File: config.mk
export PLATFORM = sky130hd
export DESIGN_NAME = vga_sync_decoder
export DESIGN_NICKNAME = d
export VERILOG_FILES = /design/src/rtl/vga_sync_decoder.sv
export SDC_FILE = /design/constraint.sdc
export NUM_CORES = 1
export LEC_CHECK = 0
export BUFFER_PORTS_ARGS = -buffer_cell sky130_fd_sc_hd__buf_2
export CAP_MARGIN = 30
export CORE_MARGIN = 2
export CORE_UTILIZATION = 55
export CTS_BUF_LIST = sky130_fd_sc_hd__clkbuf_4 sky130_fd_sc_hd__clkbuf_8
export CTS_CLUSTER_DIAMETER = 40
export DETAILED_ROUTE_END_ITERATION = 8
export PLACE_DENSITY_LB_ADDON = 0.25
export REMOVE_ABC_BUFFERS = 1
export SLEW_MARGIN = 20
export SYNTH_ARGS = -nofsm -noshare
export SYNTH_HDL_FRONTEND = slang
export SYNTH_SLANG_ARGS = --single-unit
File: constraint.sdc
create_clock -name clk -period 3.4 [get_ports clk]
set_input_delay 0.17 -clock clk [delete_from_list [all_inputs] [get_ports clk]]
set_output_delay 0.17 -clock clk [all_outputs]
set_load 0.01 [all_outputs]
File: src/rtl/vga_sync_decoder.sv
// Receive-side VGA timing decoder: rebuilds col/row from HSYNC/VSYNC edges,
// checks line/frame timing against the raster parameters, reports lock and errors.
module vga_sync_decoder #(
    parameter int unsigned H_VISIBLE       = 640,
    parameter int unsigned H_FRONT         = 16,
    parameter int unsigned H_SYNC          = 96,
    parameter int unsigned H_BACK          = 48,
    parameter int unsigned V_VISIBLE       = 480,
    parameter int unsigned V_FRONT         = 10,
    parameter int unsigned V_SYNC          = 2,
    parameter int unsigned V_BACK          = 33,
    parameter bit          SYNC_ACTIVE_LOW = 1'b1,
    parameter int unsigned LOCK_FRAMES     = 2
) (
    input  logic       clk,
    input  logic       rst_n,
    input  logic       hsync,
    input  logic       vsync,
    input  logic [5:0] rgb,
    output logic [9:0] col,
    output logic [9:0] row,
    output logic       visible,
    output logic [5:0] rgb_out,
    output logic       frame_start,
    output logic       locked,
    output logic       err
);
    localparam int unsigned CW       = 10;
    localparam int unsigned RGB_W    = 6;
    localparam int unsigned H_TOTAL  = H_VISIBLE + H_FRONT + H_SYNC + H_BACK;
    localparam int unsigned V_TOTAL  = V_VISIBLE + V_FRONT + V_SYNC + V_BACK;
    localparam int unsigned H_LOAD   = H_VISIBLE + H_FRONT;
    localparam int unsigned H_TRAIL  = H_LOAD + H_SYNC;
    localparam int unsigned V_LOAD   = V_VISIBLE + V_FRONT;
    localparam int unsigned V_TRAIL  = V_LOAD + V_SYNC;
    localparam int unsigned TO_LIMIT = 2 * H_TOTAL;
    localparam int unsigned TO_W     = $clog2(TO_LIMIT + 1);
    localparam int unsigned FC_W     = $clog2(LOCK_FRAMES + 1);

    typedef enum logic [1:0] {SEARCH, HLOCK, VTRACK, LOCKED} state_e;

    state_e             state_q, state_d;
    logic               hs_q, hs_d, vs_q, vs_d, hs_qq, vs_qq;
    logic [RGB_W-1:0]   rgb_q, rgb_d;
    logic [CW-1:0]      col_q, col_d, row_q, row_d;
    logic [TO_W-1:0]    to_cnt_q, to_cnt_d;
    logic [FC_W-1:0]    frame_cnt_q, frame_cnt_d;
    logic               visible_q, visible_d, frame_start_q, frame_start_d;
    logic               locked_q, locked_d, err_q, err_d;
    logic [RGB_W-1:0]   rgb_out_q, rgb_out_d;

    logic               hs_lead, hs_trail, vs_lead, vs_trail, col_wrap;
    logic               h_viol, v_viol, violation;
    logic [CW-1:0]      col_inc, row_inc;
    logic [FC_W-1:0]    frame_cnt_inc;

    always_comb begin
        hs_d          = SYNC_ACTIVE_LOW ? ~hsync : hsync;
        vs_d          = SYNC_ACTIVE_LOW ? ~vsync : vsync;
        rgb_d         = rgb;
        state_d       = state_q;
        frame_cnt_d   = frame_cnt_q;
        err_d         = 1'b0;

        hs_lead  = hs_q & ~hs_qq;
        hs_trail = ~hs_q & hs_qq;
        vs_lead  = vs_q & ~vs_qq;
        vs_trail = ~vs_q & vs_qq;

        col_inc  = (col_q == CW'(H_TOTAL - 1)) ? '0 : col_q + CW'(1);
        col_wrap = !hs_lead && (col_q == CW'(H_TOTAL - 1));
        col_d    = hs_lead ? CW'(H_LOAD) : col_inc;
        row_inc  = (row_q == CW'(V_TOTAL - 1)) ? '0 : row_q + CW'(1);
        row_d    = vs_lead ? CW'(V_LOAD) : (col_wrap ? row_inc : row_q);

        // Timeout counter saturates so the missing-hsync error fires only once
        if (hs_lead)
            to_cnt_d = '0;
        else if (to_cnt_q == TO_W'(TO_LIMIT))
            to_cnt_d = to_cnt_q;
        else
            to_cnt_d = to_cnt_q + TO_W'(1);

        h_viol = (hs_lead && (col_q != CW'(H_LOAD - 1)))
              || (hs_trail && (col_d != CW'(H_TRAIL)))
              || (!hs_lead && (to_cnt_q == TO_W'(TO_LIMIT - 1)));
        v_viol = (vs_lead && (row_q != CW'(V_LOAD - 1)))
              || (vs_trail && (row_d != CW'(V_TRAIL)));

        // Row is not aligned until the first vsync edge, so vsync is judged only after it
        violation = (state_q != SEARCH)
                 && (h_viol || (((state_q == VTRACK) || (state_q == LOCKED)) && v_viol));

        frame_cnt_inc = frame_cnt_q + FC_W'(1);

        if (violation) begin
            err_d       = 1'b1;
            frame_cnt_d = '0;
            state_d     = hs_lead ? HLOCK : SEARCH;
        end else begin
            case (state_q)
                SEARCH: if (hs_lead) state_d = HLOCK;
                HLOCK: begin
                    if (vs_lead) begin
                        state_d     = VTRACK;
                        frame_cnt_d = '0;
                    end
                end
                VTRACK: begin
                    if (vs_lead) begin
                        frame_cnt_d = frame_cnt_inc;
                        if (frame_cnt_inc == FC_W'(LOCK_FRAMES)) state_d = LOCKED;
                    end
                end
                LOCKED:  state_d = LOCKED;
                default: state_d = SEARCH;
            endcase
        end

        locked_d      = (state_q == LOCKED);
        visible_d     = locked_d && (col_d < CW'(H_VISIBLE)) && (row_d < CW'(V_VISIBLE));
        rgb_out_d     = visible_d ? rgb_q : '0;
        frame_start_d = locked_d && (col_d == '0) && (row_d == '0);
    end

    always_ff @(posedge clk or negedge rst_n) begin
        if (!rst_n) begin
            state_q       <= SEARCH;
            hs_q          <= 1'b0;
            vs_q          <= 1'b0;
            hs_qq         <= 1'b0;
            vs_qq         <= 1'b0;
            rgb_q         <= '0;
            col_q         <= '0;
            row_q         <= '0;
            to_cnt_q      <= '0;
            frame_cnt_q   <= '0;
            visible_q     <= 1'b0;
            rgb_out_q     <= '0;
            frame_start_q <= 1'b0;
            locked_q      <= 1'b0;
            err_q         <= 1'b0;
        end else begin
            state_q       <= state_d;
            hs_q          <= hs_d;
            vs_q          <= vs_d;
            hs_qq         <= hs_q;
            vs_qq         <= vs_q;
            rgb_q         <= rgb_d;
            col_q         <= col_d;
            row_q         <= row_d;
            to_cnt_q      <= to_cnt_d;
            frame_cnt_q   <= frame_cnt_d;
            visible_q     <= visible_d;
            rgb_out_q     <= rgb_out_d;
            frame_start_q <= frame_start_d;
            locked_q      <= locked_d;
            err_q         <= err_d;
        end
    end

    assign col         = col_q;
    assign row         = row_q;
    assign visible     = visible_q;
    assign rgb_out     = rgb_out_q;
    assign frame_start = frame_start_q;
    assign locked      = locked_q;
    assign err         = err_q;

endmodule

* After elaboration in Yosys (flattened, before gate mapping)
Index checks and enable logic that the tools add are counted. Widths: inputs -> output; s select.
Word-level totals: register bits 55, output and inout port bits 30, logic and storage cells 93
Cells by class: add/subtract/negate cells 4, $lt $le $gt $ge 2, equal/unequal tests 17, muxes and demuxes 20, bitwise logic cells 10, reductions and logical operators 25
Operator list (count):
- $mux 10 | 5
- $eq 11x11->1 const B | 2
- $mux 11 | 2
- $add 10x1->10 const B | 2
- $eq 10x10->1 const B | 2
- $logic_not 10->1 | 2
- $ne 10x10->1 const B | 2
- $ne 10x9->1 const B | 2
- $mux 2 | 8
- $logic_and 1x1->1 | 12
- $add 11x1->11 const B | 1
- $lt 10x10->1 const B | 1
- $lt 10x9->1 const B | 1
- $ne 3x3->1 const B | 3
- $pmux 2 s4 | 1
- $eq 2x2->1 const B | 3
- $mux 6 | 1
- $not 1->1 | 6
- $logic_or 1x1->1 | 5
- $and 1x1->1 | 4
- $pmux 2 s2 | 1
- $reduce_and 4->1 | 1
- $ne 3x2->1 const B | 1
- $reduce_and 3->1 | 1
- other kinds (8) | 9

* Longest topological paths before layout
Gate-level depths: netlist (run 1).
depth after elaboration 14, depth in mapped cells 11, depth with buffers taken out 10

* Least setup slack after synthesis (run 1)
No wires, ideal clock.
path kind reg2reg, from register col_q[1] (netlist: col[1]), to register state_q[0], library setup time 126 ps, arrival time 2651 ps, path slack 623 ps, stages on the path, launching flop included 12, path buffers 2, cells stage by stage dfrtp_1 > ha_1 > buf_2 > and4_1 > clkbuf_1 > nand4_1 > or4_1 > o31a_1 > a21oi_1 > a31oi_1 > or3_1 > o311a_1
On the way: longest elaborated chain between the ends 12
Ends and longest elaborated chain:
- start, declared | line 45 | logic [CW-1:0] col_q, col_d, row_q, row_d;
- start signal, assigned | line 150 | col_q <= col_d;
- branches (longest 8 deep; another with $add 10x1->10)
- $logic_or 1x1->1 (*) | line 92 | && (h_viol || (((state_q == VTRACK) || (state_q == LOCKED)) && v_viol));
- $logic_and 1x1->1 (*) | line 92
- $ne 3x2->1 (no source line) / $ne 3x3->1 (equally long branches)
- $reduce_and 4->1 (no source line)
- end signal, assigned | line 144 | state_q <= state_d;
- end, declared | line 42 | state_e state_q, state_d;
Every way passes the cells marked *. A chain may end at the register's enable or synchronous reset.

* Worst setup path in the final report (run 1)
Same ends and word-level chain as after synthesis.

==> impl_metrics.tcl, run 1 <==
set metrics [dict create \
    tightest_slew_ps 722 \
    die_x_um 77.3 \
    drt.antenna.violating_nets 0 \
    max_slew_margin_pct 51.7 \
    tns_ps 0 \
    crit_type "flop to flop" \
    crit_chain "ha_1, nand4_1, nor4_4, nand3_1, xor2_1, a2111oi_2, a31oi_1, or3_1, o311a_1" \
    num_io_pins 40 \
    via_count 2478 \
    r2r_slack_ps 390 \
    period_minus_slack_ps 3010 \
    drt-total-wl_um 6480 \
    clock_latency_ps 300 \
    swShare_pct 31.3 \
    syn_avg_cell_area_um2 9.46 \
    timing.hold.ws_ps 425 \
    area_growth_pct 13.7 \
    initial_core_util_pct 57.4 \
    fp.dieH_um 77.3 \
    dp_hpwl_um 4520 \
    rsz0062_at_grt "false" \
    nFillCells 471 \
    fp-row-count 26 \
    clock_power_share_pct 25.0 \
    crit_family "simple AND/OR/NAND/NOR gates" \
    cts_sinks 55 \
    layout_setup_ws_ps 391 \
    drive_gt1_share_pct 15.8 \
    gp_congestion 0.947 \
    postCtsSetupRepairBufs 0 \
    clockRootBuffer "clkbuf_8" \
    route.detailed.drc 0 \
    grt_pass1_vias 2362 \
    fin_nets 370 \
    switchingPower_mw 0.454 \
    drtIter0Drc 160 \
    coreArea_um2 5140 \
    outcome "finished clean" \
    total_power_mw 1.45 \
    multi_input_area_um2 1430 \
    synth_edf_count 0 \
    grt_overflow 0 \
    viasPerCell 5.84 \
    slowest_delay_ps 440 \
    ys_seq_area_share_pct 46.6 \
    ys_types 56 \
    async_reset_ff_share_pct 100 \
    yosysWarnings 0 \
    pwr-share-comb_pct 19.6 \
    antenna_cells 0 \
    leakagePower_nw 1.49 \
    cp.arrival_ps 3200 \
    cts-buffers-inserted 5 \
    grt_max_degree 32 \
    grt_pass1_wl_um 11100 \
    cp-end-kind "flop" \
    cts_tree "yes" \
    cp_max_fo 9 \
    grt_usage_pct 22.8 \
    cp.required_ps 3590 \
    setup_viol 0 \
    post-place-ws_ps 432 \
    routedWlPerCell_um 15.3 \
    p_seq_share_pct 55.4 \
    cp_slowest_cell "dfrtp_1" \
    syn_area_um2 2950 \
    h-tree-depth 2 \
    peakVddDrop_mv 0.343 \
    dieArea_um2 5970 \
    antenna_found_initial 0 \
    hp-class "flop to flop" \
    synthCells 312 \
    startpoint_type "flop" \
    max-cap-violations 0 \
    firstDrtPassIters 4 \
    powerDensity_nw_per_um2 432 \
    fmax_mhz 332 \
    synth.ff_latch_count 55 \
    period_share_pct 88.5 \
    internal-power_mw 0.997 \
    clock_skew_ps 7.25 \
    path_buf_inv 0 \
    clockBufferDepth 2 \
    synth_top_flop_cell "dfrtp_1" \
    numPortBuffers 39 \
    seqCellArea_um2 1380 \
    final_max_slew_viol_count 0 \
    finalHoldViolCount 0 \
    clkTransAtPathRegs_ps 100 \
]
worst paths after layout:
check | start | cells past startpoint | endpoint
min in group asynchronous | rst_n | 2 | col[3]
worst min register to register | vs_q | 0 | vs_qq
worst min-delay path | vs_q | 0 | vs_qq
worst max register to register | col[1] | 9 | state_q[0]
max in group asynchronous | rst_n | 3 | rgb_out[4]
worst max-delay path | col[1] | 9 | state_q[0]
cell usage after synthesis, types with 7 or more instances:
| cell | instances | area (um2) |
|---|---|---|
| dfrtp_1 | 55 | 1380 |
| nand4_1 | 8 | 50.1 |
| and2_1 | 7 | 43.8 |
| a21oi_1 | 13 | 65.1 |
| nand2_1 | 16 | 60.1 |
| xnor2_1 | 8 | 70.1 |
| nor2_1 | 37 | 139 |
| nand3_1 | 21 | 105 |
| ha_1 | 7 | 87.6 |
| o21ai_0 | 8 | 40.0 |
| nor3_1 | 11 | 55.1 |
| inv_1 | 15 | 56.3 |
| clkbuf_1 | 11 | 41.3 |
| xor2_1 | 10 | 87.6 |
| a31oi_1 | 10 | 62.6 |
| and3_1 | 8 | 50.1 |
cells in the final DEF, fill, tap and decap left out, drive strengths merged, types with 2 or more instances in the layout:
cell type	synthesis	routed
a21boi	2	2
a21oi	13	13
a2bb2oi	2	2
a311oi	2	2
a31oi	10	10
and2	7	7
and3	8	8
and4	3	3
buf	7	43
clkbuf	11	5
clkinv	1	3
dfrtp	55	55
dlygate4sd3	0	9
ha	7	7
inv	15	16
nand2	16	16
nand2b	5	5
nand3	21	21
nand3b	2	2
nand4	8	8
nand4bb	3	3
nor2	37	37
nor2b	2	2
nor3	11	11
nor3b	2	2
nor4	4	4
o21a	2	2
o21ai	9	9
o31ai	3	3
or3	4	4
or4	3	3
xnor2	8	8
xor2	10	10
power by group through the flow:
stage	Sequential, mW	Combinational, mW	Clock (mW)
global route	0.816	0.322	0.404
finish	0.804	0.284	0.362
global placement	0.810	0.268	0
CTS	0.803	0.285	0.378
detailed placement	0.816	0.276	0
floorplan	0.807	0.186	0
final cells by class:
cell class	instances	area share, %
Clock buffer	5	2.05
Timing Repair Buffer	52	9.39
Inverter	16	1.79
Tap cell	70	2.61
Sequential cell	55	41.0
Multi-Input combinational cell	223	42.5
Clock inverter	3	0.671
logic make-up (layout without fill, tap and decap cells):
group,after synthesis,count (layout),synth area share (%)
adders and majority gates,7,7,2.97
xor gates and xnor gates,18,18,5.34
and+or+nand+nor,140,140,26.4
muxes,1,1,0.339
AOI/OAI and AO/OA,57,57,13.3
DFF,55,55,46.6
buffers and inverters,34,76,5.04
layer usage:
layer	track usage [%]	routed length, um
met3	3.53	376
met5	0	0
met1	32.3	2940
met4	5.00	48
met2	37.2	3120
flip-flops by register name, indices dropped and copies added (netlist names):
register     flops
col             10
err              1
frame_cnt_q      2
frame_start      1
hs_q             1
hs_qq            1
locked           1
rgb_out          6
rgb_q            6
row             10
state_q          2
to_cnt_q        11
visible          1
vs_q             1
vs_qq            1
timing repair:
item / CTS / global route
endpoints found under the hold margin: 38 / 0
gates resized for setup: 0 / 0
hold buffers: 9 / 0
through the flow:
step                      area [um2]  std cells  utilization (%)
final                           3360        424             65.3
after global routing            3360        424             65.3
after CTS                       3360        424             65.3
after detailed placement        3180        407             61.8
after global placement          3180        407             61.8
after floorplan                 2860        294                -
No activity file was read; power rests on OpenSTA's default activity.
==> run 2: changes to the inputs <==
CORE_UTILIZATION = 40   (was 55)
==> run 2 against run 1 <==
Effect of this change:
- sequential share of layout area is 0.87 points lower
- largest cell class unchanged
- power is 2.0% higher
- critical path depth stayed put
- flip-flop and latch count stayed put
- clock power is 8.8% higher
- critical path type unchanged
- cell area is 2.2% higher
- hold slack worse by 6.7 ps
- via count is 0.61% higher
- core utilization is 18 points lower
- routed wire length is 2.5% higher
- register-to-register slack hardly changed
- setup slack worse by 8.5 ps
==> impl_metrics.tcl, run 2 (same netlist as run 1, synthesis figures left out) <==
set metrics [dict create \
    largest-register "to_cnt_q" \
    tns_ps 0 \
    num_io_pins 40 \
    fp.dieH_um 89.9 \
    route.detailed.drc 0 \
    firstDrtPassIters 4 \
    fp-row-count 31 \
    outcome "finished clean" \
    antenna_cells 0 \
    gp_congestion 0.815 \
    setup_viol 0 \
    grt_usage_pct 17.1 \
    cts-buffers-inserted 5 \
    postCtsHoldBufs 9 \
    initial_core_util_pct 40.9 \
    clkTransAtPathRegs_ps 110 \
    finalHoldViolCount 0 \
    leakagePower_nw 1.51 \
    cp.arrival_ps 3220 \
    period_share_pct 88.7 \
    rsz0062_at_grt "false" \
    post-place-ws_ps 426 \
    routedWlPerCell_um 14.5 \
    via_count 2493 \
    clockBufferDepth 2 \
    dp_hpwl_um 4660 \
    die_x_um 89.9 \
    crit_type "flop to flop" \
    clock_latency_ps 310 \
    period_minus_slack_ps 3020 \
    drt-total-wl_um 6640 \
    layout_setup_ws_ps 383 \
    hp-class "flop to flop" \
    grt_max_degree 33 \
    fmax_mhz 331 \
    final_max_slew_viol_count 0 \
    grt_pass1_vias 2299 \
    multi_input_area_um2 1430 \
    clock_skew_ps 7.97 \
    cp-end-kind "flop" \
    fin_util_pct 47.6 \
    drtIter0Drc 154 \
    area_growth_pct 16.2 \
    grt_pass1_wl_um 11400 \
    nFillCells 724 \
    viasPerCell 5.46 \
    fin_nets 374 \
    largest_register_ffs 11 \
    cts_sinks 55 \
    max-cap-violations 0 \
    cts_resized 0 \
    tightest_slew_ps 751 \
    drive_gt1_share_pct 16.8 \
    numPortBuffers 39 \
    antenna_found_initial 0 \
    grt_overflow 0 \
    clockRootBuffer "clkbuf_8" \
    startpoint_type "flop" \
    cp_max_fo 9 \
    postCtsSetupRepairBufs 0 \
    coreArea_um2 7210 \
    dieArea_um2 8090 \
    seqCellArea_um2 1380 \
    layout_common_cells "55 x dfrtp_1, 39 x buf_2, 37 x nor2_1, 21 x nand3_1, 16 x nand2_1" \
    max_slew_margin_pct 49.9 \
    powerDensity_nw_per_um2 431 \
    cts_tree "yes" \
    drt.antenna.violating_nets 0 \
    cp.required_ps 3600 \
    h-tree-depth 2 \
    peakVddDrop_mv 0.171 \
    final_common_cell "dfrtp_1" \
]
==> run 2: cell count changes in the layout (fill, tap and decap cells not counted) <==
cell      change
buf_4         +4
clkinv_2      -1
clkinv_4      -1
inv_6         +1
inv_8         +1
==> run 2: where the power goes <==
part / internal (mW) / switching (mW) / leakage (nW)
clock network: 0.156 / 0.237 / 0.0511
registers: 0.715 / 0.0889 / 0.683
logic: 0.133 / 0.148 / 0.779
==> run 2: stage by stage <==
step	std cells	cell area [um2]	total power, mW	hold WS (ps)
6_report	457	3430	1.48	418
5_1_grt	457	3430	1.58	459
4_1_cts	457	3430	1.50	431
3_5_place_dp	440	3240	1.09	279
3_3_place_gp	440	3240	1.09	278
2_1_floorplan	294	2860	0.993	-126
==> run 2: critical path, stage by stage (launching register included) <==
cell and delay (ps):
dfrtp_1 440, ha_1 350, nand4_1 230, nor4_4 400
nand3_1 150, xor2_1 190, a2111oi_2 440, a31oi_1 210
or3_1 390, o311a_1 110
==> run 2: final timing paths <==
kind / startpoint / endpoint / slack, ps / cells after the start
setup / recovery: col[0] / state_q[0] / 380 / 9
min in group asynchronous: rst_n / row[1] / 460 / 2
hold / removal: vs_q / vs_qq / 420 / 0
setup reg to reg: col[0] / state_q[0] / 380 / 9
max in group asynchronous: rst_n / hs_q / 2160 / 3
hold reg to reg: vs_q / vs_qq / 420 / 0
==> run 2: layout make-up <==
class | count | share of cell area [%]
clock inverter | 3 | 0.839
tap | 99 | 3.61
sequential | 55 | 40.1
inverter | 16 | 1.75
timing repair buffer | 56 | 10.1
multi-input combinational | 223 | 41.6
clock buffer | 5 | 2.01
==> run 2: routing by layer <==
| layer | up-vias | track usage [%] | wire (um) |
|---|---|---|---|
| li1 | 1207 | - | - |
| met1 | 1218 | 25.6 | 3090 |
| met2 | 64 | 26.3 | 3260 |
| met3 | 4 | 2.35 | 246 |
| met4 | 0 | 4.49 | 48 |
| met5 | - | 0 | 0 |
==> run 3: changes to the inputs <==
GPL_TIMING_DRIVEN = 0   (was default)
==> run 3 against run 2 <==
Effect of this change:
- fmax fell by 3.9%
- clock power grew 2%
- via count decreased by 3.0%
- global-route usage shrank 0.66 points
- clock skew rose by 0.89 ps
- combinational power hardly changed
- final cell count decreased by 0.88%
- die area stayed put
- sequential power barely moved
==> impl_metrics.tcl, run 3 (same netlist as run 1, synthesis figures left out) <==
set metrics [dict create \
    drive_gt1_share_pct 16.4 \
    setup_viol 0 \
    period_share_pct 92.4 \
    grt_pass1_wl_um 11000 \
    viasPerCell 5.34 \
    period_minus_slack_ps 3140 \
    cp.arrival_ps 3350 \
    multi_input_area_um2 1440 \
    largest_register_ffs 11 \
    nFillCells 725 \
    routed-wl-met2_um 3010 \
    cts-buffers-inserted 5 \
    outcome "finished clean" \
    cp_max_fo 9 \
    startpoint_type "flop" \
    grt_usage_pct 16.5 \
    timing.hold.ws_ps 431 \
    fp-row-count 31 \
    tns_ps 0 \
    maxUsedRoutingLayer "met4" \
    slowest_delay_ps 540 \
    dieArea_um2 8090 \
    grt_pass1_vias 2255 \
    crit_chain "ha_1, and4_1, nand4_1, or4_1, o31a_1, a21oi_1, a31oi_1, or3_1, o311a_1" \
    layout_setup_ws_ps 259 \
    layout_common_cells "55 x dfrtp_1, 38 x buf_2, 37 x nor2_1, 21 x nand3_1, 16 x nand2_1" \
    clockBufferDepth 2 \
    fmax_mhz 318 \
    wl_met3_um 228 \
    seqCellArea_um2 1380 \
    dp_hpwl_um 4410 \
    antenna_cells 0 \
    via_count 2418 \
    h-tree-depth 2 \
    peakVddDrop_mv 0.179 \
    drt-total-wl_um 6520 \
    drtIter0Drc 89 \
    max-cap-violations 0 \
    initial_core_util_pct 40.9 \
    cts_tree "yes" \
    die_x_um 89.9 \
    num_io_pins 40 \
    area_growth_pct 15.6 \
    grt_max_degree 56 \
    routedWlPerCell_um 14.4 \
    grt_overflow 0 \
    drt.antenna.violating_nets 0 \
    final_common_cell "dfrtp_1" \
    fin_util_pct 47.3 \
    antenna_found_initial 0 \
    leakagePower_nw 1.50 \
    hp-class "flop to flop" \
    clkTransAtPathRegs_ps 110 \
    rsz0062_at_grt "false" \
    cts_sinks 55 \
    firstDrtPassIters 4 \
    tightest_slew_ps 767 \
    gp_congestion 0.814 \
    finalHoldViolCount 0 \
    numPortBuffers 39 \
    wl_met1_um 3190 \
    post-place-ws_ps 41.9 \
    coreArea_um2 7210 \
    max_slew_margin_pct 48.6 \
    fin_nets 370 \
    cp.required_ps 3610 \
    fp.dieH_um 89.9 \
    largest-register "to_cnt_q" \
    clock_skew_ps 8.86 \
    clockRootBuffer "clkbuf_8" \
    clock_latency_ps 310 \
    crit_type "flop to flop" \
    final_max_slew_viol_count 0 \
    cp_slowest_cell "or4_1" \
    crit_family "simple AND/OR/NAND/NOR gates" \
    powerDensity_nw_per_um2 436 \
    path_buf_inv 0 \
    route.detailed.drc 0 \
    cp-end-kind "flop" \
]
==> run 3: cell count changes in the layout (fill, tap and decap cells not counted) <==
cell,change
inv_8,+1
buf_4,-3
a31oi_1,-1
nor2b_2,+1
nor2b_1,-1
inv_6,-1
a31oi_2,+1
buf_2,-1
==> run 3: per-layer routing <==
| metal | vias to the layer above | global-route usage [%] |
|---|---|---|
| li1 | 1199 | - |
| met1 | 1157 | 23.8 |
| met2 | 54 | 25.0 |
| met3 | 8 | 2.85 |
| met4 | 0 | 5.90 |
| met5 | - | 0 |
==> run 3: report_power, final <==
group	total [mW]	switching (mW)	internal, mW
combinational	0.282	0.150	0.131
clock	0.400	0.242	0.159
sequential	0.807	0.0922	0.715
==> run 3: timing repair <==
item	CTS	global route
setup endpoints to repair	0	4
buffers inserted	0	4
resized for setup	0	1
hold endpoints to repair	63	0
hold buffers	9	0
==> run 3: worst reg2reg max path, stage by stage (launching register included) <==
cell and delay (ps):
dfrtp_1 450, ha_1 370, and4_1 370, nand4_1 270, or4_1 540, o31a_1 120
a21oi_1 210, a31oi_1 210, or3_1 390, o311a_1 110
==> run 3: path summary, 6_finish.rpt <==
check | cells after the start | end | startpoint | slack [ps]
max in group asynchronous | 2 | col[7] | rst_n | 2500
worst max-delay path | 9 | state_q[0] | col[1] | 260
min in group asynchronous | 2 | row[6] | rst_n | 440
worst min-delay path | 0 | vs_qq | vs_q | 430
worst max register to register | 9 | state_q[0] | col[1] | 260
worst min register to register | 0 | vs_qq | vs_q | 430
==> run 3: stage by stage <==
| step | total power, mW | cell area (um2) | instances |
|---|---|---|---|
| final | 1.49 | 3410 | 453 |
| after global routing | 1.58 | 3410 | 453 |
| after CTS | 1.50 | 3380 | 449 |
| after detailed placement | 1.09 | 3190 | 432 |
| after global placement | 1.08 | 3180 | 432 |
| after floorplan | 0.993 | 2860 | 294 |
==> run 3: layout make-up <==
class                   count  area share, %
flip-flops and latches     55           40.3
well taps                  99           3.63
repair buffers             52           9.31
clock buffers               5           2.02
multi-input cells         223           42.1
clock inverters             3          0.916
inverters                  16           1.76
